**src/rtl/mult_rr_scheduler.sv**
```systemverilog
// -----------------------------------------------------------------------------
// mult_rr_scheduler
//
// Shares one pipelined multiplier between NREQ requesters. A round-robin
// arbiter grants at most one operand pair per cycle. The operands go to the
// multiplier from registers. A tag FIFO records the owner of every product
// that is in flight, so each result returns to the requester that issued it,
// in issue order.
//
// Parameters
//   WIDTH      operand width (product is 2*WIDTH)
//   NREQ       number of requesters (2..8)
//   TAG_DEPTH  tag FIFO depth, power of 2, at least multiplier latency + 1
//
// Ports
//   clk            clock, all logic on the rising edge
//   rst            synchronous active-high reset
//   sched_en       0 blocks new grants; in-flight work still completes
//   req_valid      per-requester operand-pair valid
//   req_a, req_b   packed operands, requester i at [i*WIDTH +: WIDTH]
//   req_ready      combinational one-hot (or zero) grant
//   mul_a, mul_b   registered operands to the multiplier
//   mul_valid_in   registered issue pulse to the multiplier
//   mul_product    multiplier result
//   mul_valid_out  multiplier result valid
//   rsp_valid      registered response pulse (no backpressure)
//   rsp_id         requester that owns the response
//   rsp_product    registered copy of mul_product
//   tag_err        sticky: a result arrived while the tag FIFO was empty
//
// Optional feature (macro MULT_SCHED_PERF_EN)
//   issue_cnt      32-bit count of transfers
//   stall_cnt      32-bit count of cycles with a request but no grant
// -----------------------------------------------------------------------------
module mult_rr_scheduler #(
    parameter int WIDTH     = 16,
    parameter int NREQ      = 4,
    parameter int TAG_DEPTH = 8
) (
    input  logic                       clk,
    input  logic                       rst,
    input  logic                       sched_en,
    input  logic [NREQ-1:0]            req_valid,
    input  logic [NREQ*WIDTH-1:0]      req_a,
    input  logic [NREQ*WIDTH-1:0]      req_b,
    output logic [NREQ-1:0]            req_ready,
    output logic [WIDTH-1:0]           mul_a,
    output logic [WIDTH-1:0]           mul_b,
    output logic                       mul_valid_in,
    input  logic [2*WIDTH-1:0]         mul_product,
    input  logic                       mul_valid_out,
    output logic                       rsp_valid,
    output logic [$clog2(NREQ)-1:0]    rsp_id,
    output logic [2*WIDTH-1:0]         rsp_product,
    output logic                       tag_err
`ifdef MULT_SCHED_PERF_EN
    ,
    output logic [31:0]                issue_cnt,
    output logic [31:0]                stall_cnt
`endif
);

    localparam int IDW = $clog2(NREQ);
    localparam int AW  = $clog2(TAG_DEPTH);
    localparam int CW  = AW + 1;

    // Adds two requester indices modulo NREQ (NREQ need not be a power of 2).
    function automatic logic [IDW-1:0] wrap_idx(input logic [IDW-1:0] base,
                                                input logic [IDW-1:0] off);
        logic [IDW:0] sum_v;
        sum_v = {1'b0, base} + {1'b0, off};
        if (sum_v >= (IDW+1)'(NREQ)) begin
            sum_v = sum_v - (IDW+1)'(NREQ);
        end else begin
            sum_v = sum_v;
        end
        return sum_v[IDW-1:0];
    endfunction

    // Arbitration and issue state
    logic [IDW-1:0]        ptr_r;
    logic [IDW-1:0]        idx_s;
    logic [IDW-1:0]        gidx_s;
    logic                  found_s;
    logic                  can_grant_s;
    logic                  transfer_s;
    logic [NREQ-1:0]       grant_s;
    logic [WIDTH-1:0]      a_sel_s;
    logic [WIDTH-1:0]      b_sel_s;
    logic [WIDTH-1:0]      mul_a_r;
    logic [WIDTH-1:0]      mul_b_r;
    logic                  mul_valid_in_r;

    // Tag FIFO state
    logic [IDW-1:0]        tag_mem_r [TAG_DEPTH];
    logic [AW-1:0]         wr_ptr_r;
    logic [AW-1:0]         rd_ptr_r;
    logic [CW-1:0]         cnt_r;
    logic                  fifo_full_s;
    logic                  pop_s;
    logic                  underflow_s;

    // Response state
    logic                  rsp_valid_r;
    logic [IDW-1:0]        rsp_id_r;
    logic [2*WIDTH-1:0]    rsp_product_r;
    logic                  tag_err_r;

    // A full FIFO blocks grants even when a pop happens in the same cycle, so
    // req_ready never depends on mul_valid_out.
    assign fifo_full_s = (cnt_r == CW'(TAG_DEPTH));
    assign can_grant_s = sched_en & ~fifo_full_s & ~rst;
    assign pop_s       = mul_valid_out & (cnt_r != '0);
    assign underflow_s = mul_valid_out & (cnt_r == '0);

    // Round-robin search: first valid requester starting at ptr_r.
    always_comb begin
        found_s = 1'b0;
        gidx_s  = '0;
        idx_s   = '0;
        for (int k = 0; k < NREQ; k++) begin
            idx_s = wrap_idx(ptr_r, IDW'(k));
            if (!found_s && req_valid[idx_s]) begin
                found_s = 1'b1;
                gidx_s  = idx_s;
            end else begin
                found_s = found_s;
            end
        end
    end

    // Grant vector and selected operands.
    always_comb begin
        grant_s = '0;
        if (found_s && can_grant_s) begin
            grant_s[gidx_s] = 1'b1;
        end else begin
            grant_s = '0;
        end
    end

    assign transfer_s = found_s & can_grant_s;
    assign a_sel_s    = req_a[gidx_s*WIDTH +: WIDTH];
    assign b_sel_s    = req_b[gidx_s*WIDTH +: WIDTH];

    // Issue registers: operands, issue pulse and round-robin pointer.
    always_ff @(posedge clk) begin
        if (rst) begin
            mul_a_r        <= '0;
            mul_b_r        <= '0;
            mul_valid_in_r <= 1'b0;
            ptr_r          <= '0;
        end else if (transfer_s) begin
            mul_a_r        <= a_sel_s;
            mul_b_r        <= b_sel_s;
            mul_valid_in_r <= 1'b1;
            ptr_r          <= wrap_idx(gidx_s, IDW'(1));
        end else begin
            mul_valid_in_r <= 1'b0;
        end
    end

    // Tag storage; contents are only meaningful between the read and write pointers.
    always_ff @(posedge clk) begin
        if (transfer_s) begin
            tag_mem_r[wr_ptr_r] <= gidx_s;
        end
    end

    // Tag FIFO pointers and occupancy; pointers wrap naturally (power-of-2 depth).
    always_ff @(posedge clk) begin
        if (rst) begin
            wr_ptr_r <= '0;
            rd_ptr_r <= '0;
            cnt_r    <= '0;
        end else begin
            if (transfer_s) begin
                wr_ptr_r <= wr_ptr_r + AW'(1);
            end
            if (pop_s) begin
                rd_ptr_r <= rd_ptr_r + AW'(1);
            end
            case ({transfer_s, pop_s})
                2'b10:   cnt_r <= cnt_r + CW'(1);
                2'b01:   cnt_r <= cnt_r - CW'(1);
                default: cnt_r <= cnt_r;
            endcase
        end
    end

    // Response registers and sticky underflow flag.
    always_ff @(posedge clk) begin
        if (rst) begin
            rsp_valid_r   <= 1'b0;
            rsp_id_r      <= '0;
            rsp_product_r <= '0;
            tag_err_r     <= 1'b0;
        end else begin
            rsp_valid_r <= pop_s;
            if (pop_s) begin
                rsp_id_r      <= tag_mem_r[rd_ptr_r];
                rsp_product_r <= mul_product;
            end
            if (underflow_s) begin
                tag_err_r <= 1'b1;
            end
        end
    end

`ifdef MULT_SCHED_PERF_EN
    logic [31:0] issue_cnt_r;
    logic [31:0] stall_cnt_r;

    // Performance counters, wrapping at 2^32.
    always_ff @(posedge clk) begin
        if (rst) begin
            issue_cnt_r <= 32'd0;
            stall_cnt_r <= 32'd0;
        end else begin
            if (transfer_s) begin
                issue_cnt_r <= issue_cnt_r + 32'd1;
            end
            if ((|req_valid) && !transfer_s) begin
                stall_cnt_r <= stall_cnt_r + 32'd1;
            end
        end
    end

    assign issue_cnt = issue_cnt_r;
    assign stall_cnt = stall_cnt_r;
`endif

    assign req_ready    = grant_s;
    assign mul_a        = mul_a_r;
    assign mul_b        = mul_b_r;
    assign mul_valid_in = mul_valid_in_r;
    assign rsp_valid    = rsp_valid_r;
    assign rsp_id       = rsp_id_r;
    assign rsp_product  = rsp_product_r;
    assign tag_err      = tag_err_r;

endmodule

```
**config.mk**
```make
export PLATFORM = sky130hd
export DESIGN_NAME = mult_rr_scheduler
export DESIGN_NICKNAME = d
export VERILOG_FILES = /design/src/rtl/mult_rr_scheduler.sv
export SDC_FILE = /design/constraint.sdc
export NUM_CORES = 1
export LEC_CHECK = 0
export ABC_AREA = 0
export BUFFER_PORTS_ARGS = -buffer_cell sky130_fd_sc_hd__buf_2
export CAP_MARGIN = 0
export CORE_MARGIN = 5
export CORE_UTILIZATION = 45
export CTS_CLUSTER_DIAMETER = 80
export DETAILED_ROUTE_END_ITERATION = 6
export PLACE_DENSITY = 0.8
export SETUP_SLACK_MARGIN = 0.4
export SYNTH_ARGS = -nofsm -noshare
export SYNTH_HDL_FRONTEND = slang
export SYNTH_SLANG_ARGS = --single-unit
```
**constraint.sdc**
```tcl
create_clock -name clk -period 2.9 [get_ports clk]
set_input_delay 0.29 -clock clk [delete_from_list [all_inputs] [get_ports clk]]
set_output_delay 0.29 -clock clk [all_outputs]
set_load 0.1 [all_outputs]
```
==> impl_metrics.csv <==
group,metric,value,unit
outcome,outcome,"finished clean",
synth,async_flop_share,0,
worst_hold_path,hold_start,"mul_product[5]",
finish,syn2layout_area_growth,32.1,%
floorplan,core_area,9770,um^2
floorplan,initial_core_util,0.460,
synth,synth.distinct_cells,38,
routing,drt_first_pass_iters,4,
synth,synth_edf_count,16,
grt,grt_max_degree,65,
clocking,clock_sinks,97,
sta,relSlewSlack,0.257,
power,power,0.00563,W
floorplan,dieHeight,110,um
clocking,cts_max_path_buffers,2,
critical_path,path_max_fanout,8,
placed_design,gp_congestion,0.858,
floorplan,ios,241,
synth,synthMuxAreaShare,0.169,
clocking,cts_buffers,9,
finish,final_nets,857,
synth,yosys.area_share.adder,0.0251,
synth,synthXorXnorAreaFrac,0.0156,
sta,final_hold_viol_count,0,
synth,ys_ff_latch,97,
floorplan,rows,36,
sta,worstMarginPinSlew,1.12,ns
synth,synthTopCellsByArea,"dfxtp_1 (36%), mux2i_1 (15%), edfxtp_1 (11%)",
placed_design,port-buffer-count,240,
grt,grt_pass1_vias,4288,
placed_design,dpl.hpwl,9.86,mm
floorplan,die_area,12100,um^2
critical_path,r2r_slack,0.51,ns
worst_hold_path,hold_class,"primary input to flip-flop",
synth,netlist_area,4490,um^2
sta,finalSetupTns,0,ns
synth,synthTopCellsByCount,"nand2_1 (107), dfxtp_1 (81), mux2i_1 (67)",
routing,vias,4208,
finish,final_util,0.607,
routing,drt_iter0_markers,207,
synth,netlist_instances,456,
critical_path,worstReg2RegStart,"cnt_r[0]",
placed_design,pre_cts_ws,0.465,ns
sta,setup_violations,0,
grt,grt_first_pass_wirelength,19.5,mm
job,cap_violations,0,
synth,yosysMostFrequentCell,"nand2_1",
critical_path,arrival,2.67,ns
grt,overflow,0,
power,max-vdd-ir-drop,0.588,mV
clocking,cts-hold-fix-buffers,0,
clocking,cts_tree,"built",
sta,maxSlewViolCount,0,
finish,antenna-diode-count,0,
routing,wl_per_cell,15.5,um
grt,antenna_found_initial,0,
sta,max_freq,0.418,GHz
routing,wirelength,12.7,mm
synth,synth_top_family_by_area,"multiplexers",
clocking,clkSlewWorstSetupHoldPaths,0.09,ns
critical_path,cpPeakStageDelay,0.45,ns
finish,drive_above_1_share,0.400,
routing,drc,0,
sta,rsz0062_at_grt,"yes",
sta,fin_ws,0.510,ns
critical_path,cp_slowest_cell,"dfxtp_1",
sta,finalCritPeriodShare,0.824,
synth,synth_largest_area_cell,"dfxtp_1",
sta,min_period,2.39,ns
synth,synth_compound_area_frac,0.132,
finish,fill_cells,845,
routing,ant_nets,0,
synth,synthSimpleGateAreaFrac,0.140,
synth,synth_warnings,0,
synth,ys.flop_type,"dfxtp_1",
critical_path,cp-start-kind,"flip-flop",
critical_path,startpoint,"cnt_r[0]",
clocking,root_buffer,"clkbuf_8",
critical_path,cp.required,3.18,ns
routing,drt-vias-per-instance,5.14,
critical_path,critPathKind,"flip-flop to flip-flop",
clocking,cts_setup_buffers,0,
clocking,h-tree-depth,3,
synth,syn_nets,633,
critical_path,path_cells,"nor3_2, a221oi_4, inv_2, ha_1, xor2_1, ha_1, a21oi_1, xor2_1, or3_1, a21oi_1",
power,power_density,949,nW/um^2
synth,synth_seq_area_share,0.468,
clocking,insertion_delay,0.35,ns
grt,grt_use_total,0.205,
floorplan,fp.dieW,110,um
synth,postSynthAreaPerCell,9.85,um^2
power,p_leak,2.73,nW
sta,skew,0.0101,ns
critical_path,cp-end-kind,"flip-flop",
synth,synth_top_area_share,0.361,
## cell usage in the layout (no fill, tap or decap), types with 5 or more instances in the layout
master    count
nor2_1       15
edfxtp_1     16
buf_4         8
clkbuf_8     11
dfxtp_1      80
nand2_1     107
xor2_1        5
ha_1          9
o221ai_1     32
buf_2       237
a21oi_1      41
mux2i_1      67
## per-stage QoR
stage	hold slack, ns	cell area [um^2]	cells
6_report	0.165	5930	818
5_1_grt	0.153	5930	818
4_1_cts	0.145	5930	818
3_5_place_dp	0.445	5720	802
3_3_place_gp	0.439	5720	802
2_1_floorplan	0.426	4490	456
## logic make-up (layout without fill, tap and decap cells)
family | Yosys count | after routing
adder cells (fa/ha/maj) | 9 | 9
buffers and inverters | 39 | 268
multiplexers | 71 | 71
flip-flops | 97 | 97
XOR/XNOR | 8 | 8
AND/OR/NAND/NOR | 147 | 147
AO/OA/AOI/OAI | 85 | 85
## cell type report
class / instances / area (um^2) / area share
multi-input cells: 320 / 2160 / 0.365
flip-flops and latches: 97 / 2100 / 0.354
repair buffers: 247 / 1270 / 0.215
well taps: 133 / 166 / 0.0280
clock buffers: 12 / 155 / 0.0261
clock inverters: 4 / 51.3 / 0.00865
inverters: 5 / 18.8 / 0.00316
## path summary, 6_finish.rpt
kind	endpoint	depth (start not counted)
setup / recovery	cnt_r[2]	10
hold reg to reg	rsp_product[22]	2
setup reg to reg	cnt_r[2]	10
hold / removal	rsp_product[5]	3
## where the power goes
| group | internal, W | total (W) | leakage [nW] | switching (W) |
|---|---|---|---|---|
| combinational | 0.000613 | 0.00293 | 1.81 | 0.00232 |
| sequential | 0.00163 | 0.00180 | 0.811 | 0.000166 |
| clock | 0.000448 | 0.000900 | 0.103 | 0.000452 |
## layer usage
layer  part of all wire  global-route usage  vias up
met3              0.084              0.0587       17
li1                   -                   -     2074
met4              0.015              0.0668        0
met5                  0                   0        -
met1               0.37               0.220     1956
met2               0.53               0.381      161
## worst max-delay path: cells and delay by family (launching register included)
family / cells / cell delay, ns
and+or+nand+nor: 2 / 0.41
AOI/OAI and AO/OA: 3 / 0.62
xor gates and xnor gates: 2 / 0.25
DFF: 1 / 0.45
buffers and inverters: 1 / 0.12
adders and majority gates: 2 / 0.47
## flip-flops by register name, summed over array words and instances (netlist names), 2 cells and up
name,cells
cnt_r,4
mul_a,16
mul_b,16
ptr_r,2
rd_ptr_r,3
rsp_id,2
rsp_product,32
tag_mem_r,16
wr_ptr_r,3
## what timing repair did
item	CTS	global route
gates resized for setup	2	3
endpoints found under the setup margin	2	5
endpoints found under the hold margin	0	0
Note: power is estimated with default switching activity, not from simulation.
